==> config.mk <==
export PLATFORM = sky130hd
export DESIGN_NAME = nand_gate
export DESIGN_NICKNAME = d
export VERILOG_FILES = /design/src/rtl/nand_gate_pkg.sv /design/src/rtl/nand_gate_lane.sv /design/src/rtl/nand_gate.sv
export SDC_FILE = /design/constraint.sdc
export NUM_CORES = 1
export LEC_CHECK = 0
export BUFFER_PORTS_ARGS = -buffer_cell sky130_fd_sc_hd__buf_2
export CAP_MARGIN = 30
export CORE_ASPECT_RATIO = 0.9
export CORE_MARGIN = 2
export CORE_UTILIZATION = 30
export DETAILED_ROUTE_END_ITERATION = 8
export GPL_ROUTABILITY_DRIVEN = 0
export SLEW_MARGIN = 20
export SYNTH_ARGS = -nofsm -noshare
export SYNTH_HDL_FRONTEND = slang
export SYNTH_SLANG_ARGS = --single-unit
==> constraint.sdc <==
create_clock -name clk -period 1.4 [get_ports clk]
set_input_delay 0.28 -clock clk [delete_from_list [all_inputs] [get_ports clk]]
set_output_delay 0.28 -clock clk [all_outputs]
set_load 0.05 [all_outputs]
==> src/rtl/nand_gate_pkg.sv <==
// -----------------------------------------------------------------------------
// nand_gate_pkg
// Shared constants and helpers for the nand_gate cell.
//   NAND_WIDTH_DEF : default number of independent NAND lanes
//   NAND_CNT_W_DEF : default width of the transition counter
//   NAND_CNT_W_MAX : widest counter sat_inc can handle
//   sat_inc()      : saturating increment of a counter of a given width
// -----------------------------------------------------------------------------
package nand_gate_pkg;

    localparam int NAND_WIDTH_DEF = 1;
    localparam int NAND_CNT_W_DEF = 16;
    localparam int NAND_CNT_W_MAX = 64;

    // Counters are carried in a 64-bit container so one function serves every
    // CNT_W. The ceiling is 2^cnt_w - 1; for cnt_w = 64 the shift yields 0 and
    // the subtraction wraps to all ones, which is still the right ceiling.
    function automatic logic [63:0] sat_inc(
        input logic [63:0] cnt,
        input int unsigned cnt_w = NAND_CNT_W_DEF
    );
        logic [63:0] max_v;
        max_v = (64'd1 << cnt_w) - 64'd1;
        if (cnt >= max_v) begin
            return max_v;
        end
        return cnt + 64'd1;
    endfunction

endpackage : nand_gate_pkg

==> src/rtl/nand_gate_lane.sv <==
// -----------------------------------------------------------------------------
// nand_lane
// One NAND lane: combinational result plus a registered copy.
//   i_clk   : clock, rising edge
//   i_rst_n : asynchronous active-low reset (registered copy goes to 1)
//   i_a     : first operand
//   i_b     : second operand
//   o_c     : ~(i_a & i_b), combinational
//   o_c_q   : o_c registered once
// -----------------------------------------------------------------------------
module nand_lane (
    input  logic i_clk,
    input  logic i_rst_n,
    input  logic i_a,
    input  logic i_b,
    output logic o_c,
    output logic o_c_q
);

    logic w_c;
    logic r_c_q;

    // Plain operator semantics so an X on an input shows up as X here.
    assign w_c = ~(i_a & i_b);

    // Reset value 1 matches the NAND of a=b=0.
    always_ff @(posedge i_clk or negedge i_rst_n) begin
        if (!i_rst_n) begin
            r_c_q <= 1'b1;
        end else begin
            r_c_q <= w_c;
        end
    end

    assign o_c   = w_c;
    assign o_c_q = r_c_q;

endmodule : nand_lane

==> src/rtl/nand_gate.sv <==
// -----------------------------------------------------------------------------
// nand_gate
// WIDTH-lane bitwise NAND with a registered copy, a one-cycle change pulse and
// a saturating count of edges on which the registered copy changed.
//   clk     : clock, rising edge
//   rst_n   : asynchronous active-low reset
//   a, b    : operands, WIDTH bits
//   clr     : synchronous counter clear (wins over a simultaneous change)
//   c       : ~(a & b), combinational
//   c_q     : c registered once
//   c_chg   : high for one cycle after an edge on which c_q changed
//   chg_cnt : saturating count of such edges, CNT_W bits
// -----------------------------------------------------------------------------
module nand_gate
    import nand_gate_pkg::*;
#(
    parameter int WIDTH = NAND_WIDTH_DEF,
    parameter int CNT_W = NAND_CNT_W_DEF
) (
    input  logic             clk,
    input  logic             rst_n,
    input  logic [WIDTH-1:0] a,
    input  logic [WIDTH-1:0] b,
    input  logic             clr,
    output logic [WIDTH-1:0] c,
    output logic [WIDTH-1:0] c_q,
    output logic             c_chg,
    output logic [CNT_W-1:0] chg_cnt
);

    logic [WIDTH-1:0] w_c;
    logic [WIDTH-1:0] w_c_q;
    logic             w_chg_next;
    logic             r_c_chg;
    logic [CNT_W-1:0] r_chg_cnt;

    genvar gi;
    generate
        for (gi = 0; gi < WIDTH; gi++) begin : g_lane
            nand_lane u_lane (
                .i_clk   (clk),
                .i_rst_n (rst_n),
                .i_a     (a[gi]),
                .i_b     (b[gi]),
                .o_c     (w_c[gi]),
                .o_c_q   (w_c_q[gi])
            );
        end
    endgenerate

    // Compared against the value c_q is about to be loaded with, so the pulse
    // and count land in the same cycle as the new c_q. Any number of lanes
    // differing collapses to a single event.
    assign w_chg_next = |(w_c ^ w_c_q);

    always_ff @(posedge clk or negedge rst_n) begin
        if (!rst_n) begin
            r_c_chg   <= 1'b0;
            r_chg_cnt <= '0;
        end else begin
            r_c_chg <= w_chg_next;
            if (clr) begin
                r_chg_cnt <= '0;
            end else if (w_chg_next) begin
                r_chg_cnt <= CNT_W'(sat_inc(64'(r_chg_cnt), CNT_W));
            end
        end
    end

    assign c       = w_c;
    assign c_q     = w_c_q;
    assign c_chg   = r_c_chg;
    assign chg_cnt = r_chg_cnt;

endmodule : nand_gate

After elaboration in Yosys (flattened, before gate mapping):

Cells that the tools add are included.

* magnitude comparators: 1
* $mul: 0
* equal/unequal tests: 0
* $add $sub $neg: 1
* reductions and logical operators: 1
* mux-type cells: 7
* bitwise operators: 3
* shift-type cells: 0
* divide/modulo/power cells: 0

Operator list (count)
* $mux 16: 4
* $add 16x1->16 const B: 1
* $ge 16x16->1 const B: 1
* $mux 1: 3
* $reduce_bool 2->1: 1
* $and 1x1->1: 1
* $not 1->1: 1
* $xor 1x1->1: 1

* bits of input ports: 5
* word-level logic and storage cells: 16
* memory bits (writable): 0
* latch bits: 0
* memories kept: 0
* bits in read-only memories: 0
* register bits after elaboration: 18
* output and inout port bits: 19

Longest topological paths before layout:

Gate-level depths: netlist of run 1.

* depth after elaboration: 8
* gate-level depth with buffers: 7
* mapped depth without buffers: 6

Hierarchy:

From an unflattened synthesis of run 1, not the netlist that was laid out.

* cell total of the unflattened synthesis: 102
* area, all modules: 960.9 µm²

By module, submodules not included
* nand_gate: sequential area each 425.4 µm², cells each 100, area an instance 930.9 µm², times used 1
* nand_lane: sequential area each 26.3 µm², cells each 2, area an instance 30.0 µm², times used 1

Worst setup path before layout of run 1:

No wires, ideal clock.

* path type: register -> register
* start: register r_chg_cnt[0] (netlist: chg_cnt[0])
* end: register r_chg_cnt[3] (netlist: chg_cnt[3])
* stages on the path, launching flop included: 8
* period minus slack after synthesis: 1942 ps
* setup time: 96 ps
* setup slack: -542 ps
* path buffers: 1
* data required time: 1304 ps
* data arrival time: 1846 ps
* path through: dfrtp_1 -> ha_1 -> nand3_1 -> nor2_1 -> and3_1 -> buf_6 -> nor3_2 -> nor4_2

* longest elaborated chain between the ends: 7
* elaborated cells between the ends (all ways): 8
* those cells by class: 1 x add/sub; 1 x order compare; 6 x mux

RTL lines
* start: declaration: line nand_gate.sv:35 `logic [CNT_W-1:0] r_chg_cnt;`
* start signal: assignment: line nand_gate.sv:65 `r_chg_cnt <= CNT_W'(sat_inc(64'(r_chg_cnt), CNT_W));`
* $ge 16x16->1: line nand_gate_pkg.sv:24 `if (cnt >= max_v) begin`
* $mux 1: line nand_gate_pkg.sv:24
* $mux 1: line nand_gate.sv:64 `end else if (w_chg_next) begin`
* $mux 1: line nand_gate.sv:62 `if (clr) begin`
* $mux 16 *: line nand_gate_pkg.sv:27 `return cnt + 64'd1;`
* $mux 16 *: line nand_gate.sv:64
* $mux 16 *: line nand_gate.sv:62

Mark *: on every way between the ends. The rest lies on a longest branch, timed or not. The select of a mux whose other input is x is not followed.
A chain may end at the register's enable or synchronous reset.

Final worst setup path of run 1:

* start: register g_lane[0].u_lane.r_c_q
* end: register r_chg_cnt[10] (netlist: chg_cnt[10])

* longest elaborated chain between the ends: 2

RTL lines
* start: declaration: line nand_gate_lane.sv:21 `logic r_c_q;`
* start signal: assignment: line nand_gate_lane.sv:31 `r_c_q <= w_c;`
* $xor 1x1->1: line nand_gate.sv:54 `assign w_chg_next = |(w_c ^ w_c_q);`
* $reduce_bool 2->1 (no line)

No other way between the ends.

==> results of run 1 <==
==> metal layers <==
layer  global-route usage  vias up
met5                    0        -
met4               0.0213        0
met3               0.0408        3
met2                0.237       25
met1                0.197      463
li1                     -      469
==> area by class of cell <==
| cell class | instances | area [um^2] | area share |
|---|---|---|---|
| clock buffer | 4 | 26.3 | 0.0173 |
| inverter | 4 | 15.0 | 0.00990 |
| multi-input combinational | 68 | 544 | 0.359 |
| sequential | 18 | 469 | 0.309 |
| tap | 42 | 52.6 | 0.0347 |
| timing repair buffer | 54 | 409 | 0.270 |
==> worst max-delay path by stage <==
stage | startpoint | to | cells after the start
after floorplan | chg_cnt[0] | chg_cnt[12] | 6
after global placement | g_lane[0].u_lane.o_c_q | chg_cnt[6] | 5
after detailed placement | g_lane[0].u_lane.o_c_q | chg_cnt[6] | 5
after CTS | g_lane[0].u_lane.o_c_q | chg_cnt[10] | 5
after global routing | chg_cnt[1] | chg_cnt[2] | 6
final | g_lane[0].u_lane.o_c_q | chg_cnt[10] | 5
==> registers in the layout, indices dropped and copies added (netlist names) <==
signal,cells
chg_cnt,16
g_lane.u_lane.o_c_q,1
c_chg,1
==> repair_timing <==
action / in CTS / in global routing
setup endpoints to repair: 19 / 24
pin swaps: 5 / 1
hold buffers: 1 / 0
gates resized for setup: 6 / 22
hold endpoints to repair: 17 / 0
setup buffers: 2 / 0
==> Yosys cell counts (3+ instances only) <==
master    instances
a31oi_1           8
dfrtp_1          17
a21oi_1           6
a211oi_1          3
nor3_1            5
nand3_1           5
a311oi_1          4
nor2_1            7
inv_1             4
o21bai_1          3
==> cell families (layout without fill, tap and decap cells) <==
family / Yosys count / after routing
AOI/OAI and AO/OA: 28 / 28
xor gates and xnor gates: 1 / 1
adders and majority gates: 1 / 1
buffers and inverters: 8 / 62
DFF: 18 / 18
and+or+nand+nor: 38 / 38
==> power by group through the flow <==
stage | clock network, uW | registers, uW | logic (uW)
floorplan | 0 | 601 | 70.4
finish | 286 | 546 | 226
CTS | 300 | 545 | 216
global placement | 0 | 554 | 197
detailed placement | 0 | 555 | 200
global route | 321 | 548 | 244
==> worst reg2reg max path, cell delays in order (launching register included) <==
cell and delay [ps]:
dfstp_4 670, xnor2_4 90, buf_12 140, nor3_4 270
nor3b_2 210, nor3_1 70
==> per-stage QoR <==
stage | TNS, ps | area (um^2) | instances | setup slack (ps) | hold slack [ps]
finish | -1510 | 1520 | 190 | -156 | 281
global route | -3390 | 1520 | 190 | -272 | 268
CTS | -1560 | 1460 | 190 | -140 | 270
detailed placement | -1440 | 1390 | 183 | -184 | 236
global placement | -1130 | 1390 | 183 | -166 | 229
floorplan | -3280 | 1030 | 94 | -316 | -15.6
==> results_dict.tcl, run 1 <==
set metrics [dict create \
    leakage_uw 0.000689 \
    first_pass_iters 4 \
    startpoint_type "register" \
    cp_slowest_cell "dfstp_4" \
    r2r_slack_ps -160 \
    r2r_start "g_lane[0].u_lane.o_c_q" \
    hold_path_startpoint "b" \
    finalHoldViolations 0 \
    slew_headroom 0.723 \
    worstPathRequired_ps 1590 \
    yosysTopAreaCell "dfrtp_1" \
    final.min_clock_period_ps 1560 \
    grt_pass1_wl_um 4180 \
    insertion_delay_ps 310 \
    cp_top_family "flip-flops" \
    clk_pin_slew_ps 110 \
    antenna_found_initial 0 \
    setup_slack_ps -156 \
    via_count 960 \
    wirelength_um 2560 \
    min_period_over_period 1.11 \
    synth_area_leaders "dfrtp_1 43%, a31oi_1 5.1%, a311oi_1 3.6%" \
    min_path_type "in2reg" \
    drive_gt1_frac 0.608 \
    cts_tree "done" \
    setup-violations-final 16 \
    cts_sinks 18 \
    die_w_um 64.3 \
    pwr-share-seq 0.517 \
    io_buffers 23 \
    worstRegToRegCells 5 \
    grt_max_degree 19 \
    synth_nets 100 \
    violations "setup timing" \
    drc 0 \
    crit_fanout 6 \
    switching_share 0.298 \
    cp_cell_sequence "xnor2_4 -> buf_12 -> nor3_4 -> nor3b_2 -> nor3_1" \
    pwr_density_cell_mw_per_mm2 697 \
    synth-edff-count 0 \
    ys_types 33 \
    nNetsFinal 155 \
    core-area_mm2 0.00309 \
    crit_type "reg2reg" \
    synthFlopType "dfrtp_1" \
    initial_core_util 0.318 \
    htreeDepth 1 \
    final_common_cell "buf_4" \
    finalCoreUtilization 0.491 \
    muxShareOfSynthArea 0 \
    hold_depth 3 \
    die_h_um 58.3 \
    synth-xor-area-share 0.0280 \
    drv_cap 0 \
    syn_avg_cell_area_um2 10.4 \
    timing.fmax_mhz 643 \
    syn-instance-count 94 \
    synth_top_family_by_area "simple AND/OR/NAND/NOR gates" \
    slew_violations 0 \
    synth-simple-area-share 0.256 \
    boundaryPins 24 \
    min_to "g_lane[0].u_lane.o_c_q" \
    yosysTopAreaCellShare 0.433 \
    synth_area_um2 982 \
    ant_nets 0 \
    slowest_delay_ps 670 \
    wl_met1_um 1200 \
    routed.top_layer "met4" \
    numCtsBuffers 3 \
    cts-root-buf "clkbuf_4" \
    dp_hpwl_um 1810 \
    fillers 298 \
    wire_per_inst_um 13.5 \
    status "finished, violations left" \
    ir_worst_vdd_uv 551 \
    grt_pass1_vias 938 \
    dr_wl_met3_um 131 \
    combPwrFrac 0.213 \
    crit_buf_inv 1 \
    rows 19 \
    area_growth_pct 54.4 \
    tightest_slew_ps 415 \
    ys_ff_latch 18 \
    synthAdderAreaFrac 0.0127 \
    r2r-end "chg_cnt[10]" \
    diodes 0 \
    dr_wl_met2_um 1210 \
    clock-skew-final_ps 6.13 \
    crit_path_end_kind "register" \
    die-area_mm2 0.00375 \
    rsz0062_at_grt "yes" \
    async_reset_ff_frac 1.00 \
    viasPerCell 5.05 \
    power.total_uw 1060 \
    synth_compound_area_frac 0.197 \
    internal_power_uw 743 \
    clockBufferDepth 2 \
    cp.arrival_ps 1740 \
    seq_area_frac_synth 0.460 \
    drt_iter0_markers 27 \
    ys.warnings.count 0 \
    mostFrequentLayoutCells "31 x buf_4, 15 x buf_2, 11 x dfrtp_2" \
    clock_power_share 0.270 \
    grt-ovfl-total 0 \
    power_switching_uw 315 \
    grt_usage 0.145 \
]
(Power assumes the default switching activity.)
==> run 2: changes to the inputs <==
--- a/config.mk
+++ b/config.mk
@@ -9,10 +9,12 @@
 export CAP_MARGIN = 30
 export CORE_ASPECT_RATIO = 0.9
 export CORE_MARGIN = 2
-export CORE_UTILIZATION = 30
+export CORE_UTILIZATION = 46
 export DETAILED_ROUTE_END_ITERATION = 8
 export GPL_ROUTABILITY_DRIVEN = 0
+export PLACE_DENSITY_LB_ADDON = 0.1
 export SLEW_MARGIN = 20
 export SYNTH_ARGS = -nofsm -noshare
 export SYNTH_HDL_FRONTEND = slang
 export SYNTH_SLANG_ARGS = --single-unit
+export TNS_END_PERCENT = 30
==> run 2 against run 1 <==
Net effect: the flow still finishes with violations (setup timing); sequential power barely moved; combinational power fell by 7%; setup slack got worse by 54 ps; hold slack got worse by 110 ps; clock-buffer cell count did not move; critical path depth rose by 1; sequential share of layout area rose by 0.52 points; power rose by 2.8%; global-route usage rose by 9.1 points.
==> results_dict.tcl, run 2 (same netlist as run 1, synthesis figures left out) <==
set metrics [dict create \
    slew_headroom 0.719 \
    drt_iter0_markers 28 \
    grt_pass1_wl_um 4240 \
    setup_slack_ps -210 \
    startpoint_type "register" \
    die_h_um 47.8 \
    die-area_mm2 0.00252 \
    ant_nets 0 \
    setup-violations-final 15 \
    rows 15 \
    cts_tree "done" \
    grt_pass1_vias 934 \
    finalHoldViolations 0 \
    rsz0062_at_grt "yes" \
    r2r_start "g_lane[0].u_lane.o_c_q" \
    leakage_uw 0.000689 \
    clockBufferDepth 2 \
    cp_slowest_cell "dfstp_4" \
    numCtsBuffers 3 \
    final.min_clock_period_ps 1610 \
    first_pass_iters 4 \
    grt-ovfl-total 0 \
    violations "setup timing" \
    r2r-end "chg_cnt[12]" \
    nNetsFinal 155 \
    drive_gt1_frac 0.628 \
    slew_violations 0 \
    largest_reg_flops 16 \
    wire_per_inst_um 15.2 \
    r2r_slack_ps -210 \
    io_buffers 23 \
    crit_type "reg2reg" \
    slowest_delay_ps 670 \
    drv_cap 0 \
    crit_fanout 5 \
    viasPerCell 5.80 \
    crit_path_end_kind "register" \
    clock-skew-final_ps 2.09 \
    area_growth_pct 51.8 \
    cts_sinks 18 \
    htreeDepth 1 \
    die_w_um 52.7 \
    seqCellArea_um2 469 \
    fillers 159 \
    holdWs_ps 169 \
    diodes 0 \
    final.setup.tns_ps -1370 \
    min_path_type "in2reg" \
    ir_worst_vdd_uv 715 \
    crit_buf_inv 3 \
    timing.fmax_mhz 621 \
    boundaryPins 24 \
    power.total_uw 1090 \
    insertion_delay_ps 290 \
    hold_depth 2 \
    pwr_density_cell_mw_per_mm2 729 \
    cp.arrival_ps 1810 \
    multiInputGateArea_um2 574 \
    status "finished, violations left" \
    initial_core_util 0.498 \
    worstPathRequired_ps 1600 \
    clk_pin_slew_ps 110 \
    grt_usage 0.236 \
    grt_max_degree 19 \
    worstRegToRegCells 6 \
    core-area_mm2 0.00197 \
    final_common_cell "buf_4" \
    drc 0 \
    crit_top_cell "buf_4" \
    tightest_slew_ps 421 \
    dp_hpwl_um 1760 \
    cp_top_family "flip-flops" \
    antenna_found_initial 0 \
    via_count 1004 \
    wirelength_um 2640 \
    cp_cell_sequence "xnor2_4 -> buf_6 -> nor3_4 -> buf_4 -> buf_4 -> a311oi_2" \
    min_period_over_period 1.15 \
    mostFrequentLayoutCells "31 x buf_4, 20 x buf_2, 11 x dfrtp_2" \
    hold_path_startpoint "b" \
    min_to "g_lane[0].u_lane.o_c_q" \
    cts-root-buf "clkbuf_4" \
]
run 2: per-stage QoR:
step,setup slack [ps],area (um^2),instances,utilization
final,-210,1490,173,0.757
after global routing,-253,1490,173,0.757
after CTS,-162,1430,173,0.727
after detailed placement,-164,1350,165,0.686
after global placement,-165,1350,165,0.686
after floorplan,-317,1030,94,-
run 2: power by group:
| group | leakage [uW] | internal (uW) | switching [uW] |
|---|---|---|---|
| clock | 0.0000210 | 158 | 172 |
| sequential | 0.000227 | 534 | 10.8 |
| combinational | 0.000441 | 81.9 | 129 |
run 2: cell type report:
type,count,area share
clock buffers,4,0.0243
inverters,4,0.0101
multi-input cells,68,0.385
flip-flops and latches,18,0.315
well taps,25,0.0210
repair buffers,54,0.245
run 2: how the worst max path moves through the flow:
| stage | from | end | slack (ps) | cells past startpoint |
|---|---|---|---|---|
| 4_1_cts | g_lane[0].u_lane.o_c_q | chg_cnt[8] | -160 | 6 |
| 3_5_place_dp | g_lane[0].u_lane.o_c_q | chg_cnt[6] | -160 | 5 |
| 6_report | g_lane[0].u_lane.o_c_q | chg_cnt[12] | -210 | 6 |
| 2_1_floorplan | chg_cnt[0] | chg_cnt[12] | -320 | 6 |
| 5_1_grt | chg_cnt[1] | chg_cnt[8] | -250 | 7 |
| 3_3_place_gp | g_lane[0].u_lane.o_c_q | chg_cnt[6] | -170 | 5 |
run 2: layer usage:
metal  track usage  part of all wire
met1         0.297              0.44
met2         0.415              0.48
met3        0.0344             0.050
met4        0.0974             0.030
met5             0                 0
run 2: repair_timing:
action,4_1_cts,5_1_grt
endpoints found under the setup margin,17,17
endpoints found under the hold margin,17,0
setup buffers,3,0
pin swaps,6,6
resized for setup,4,15
hold buffers,1,0
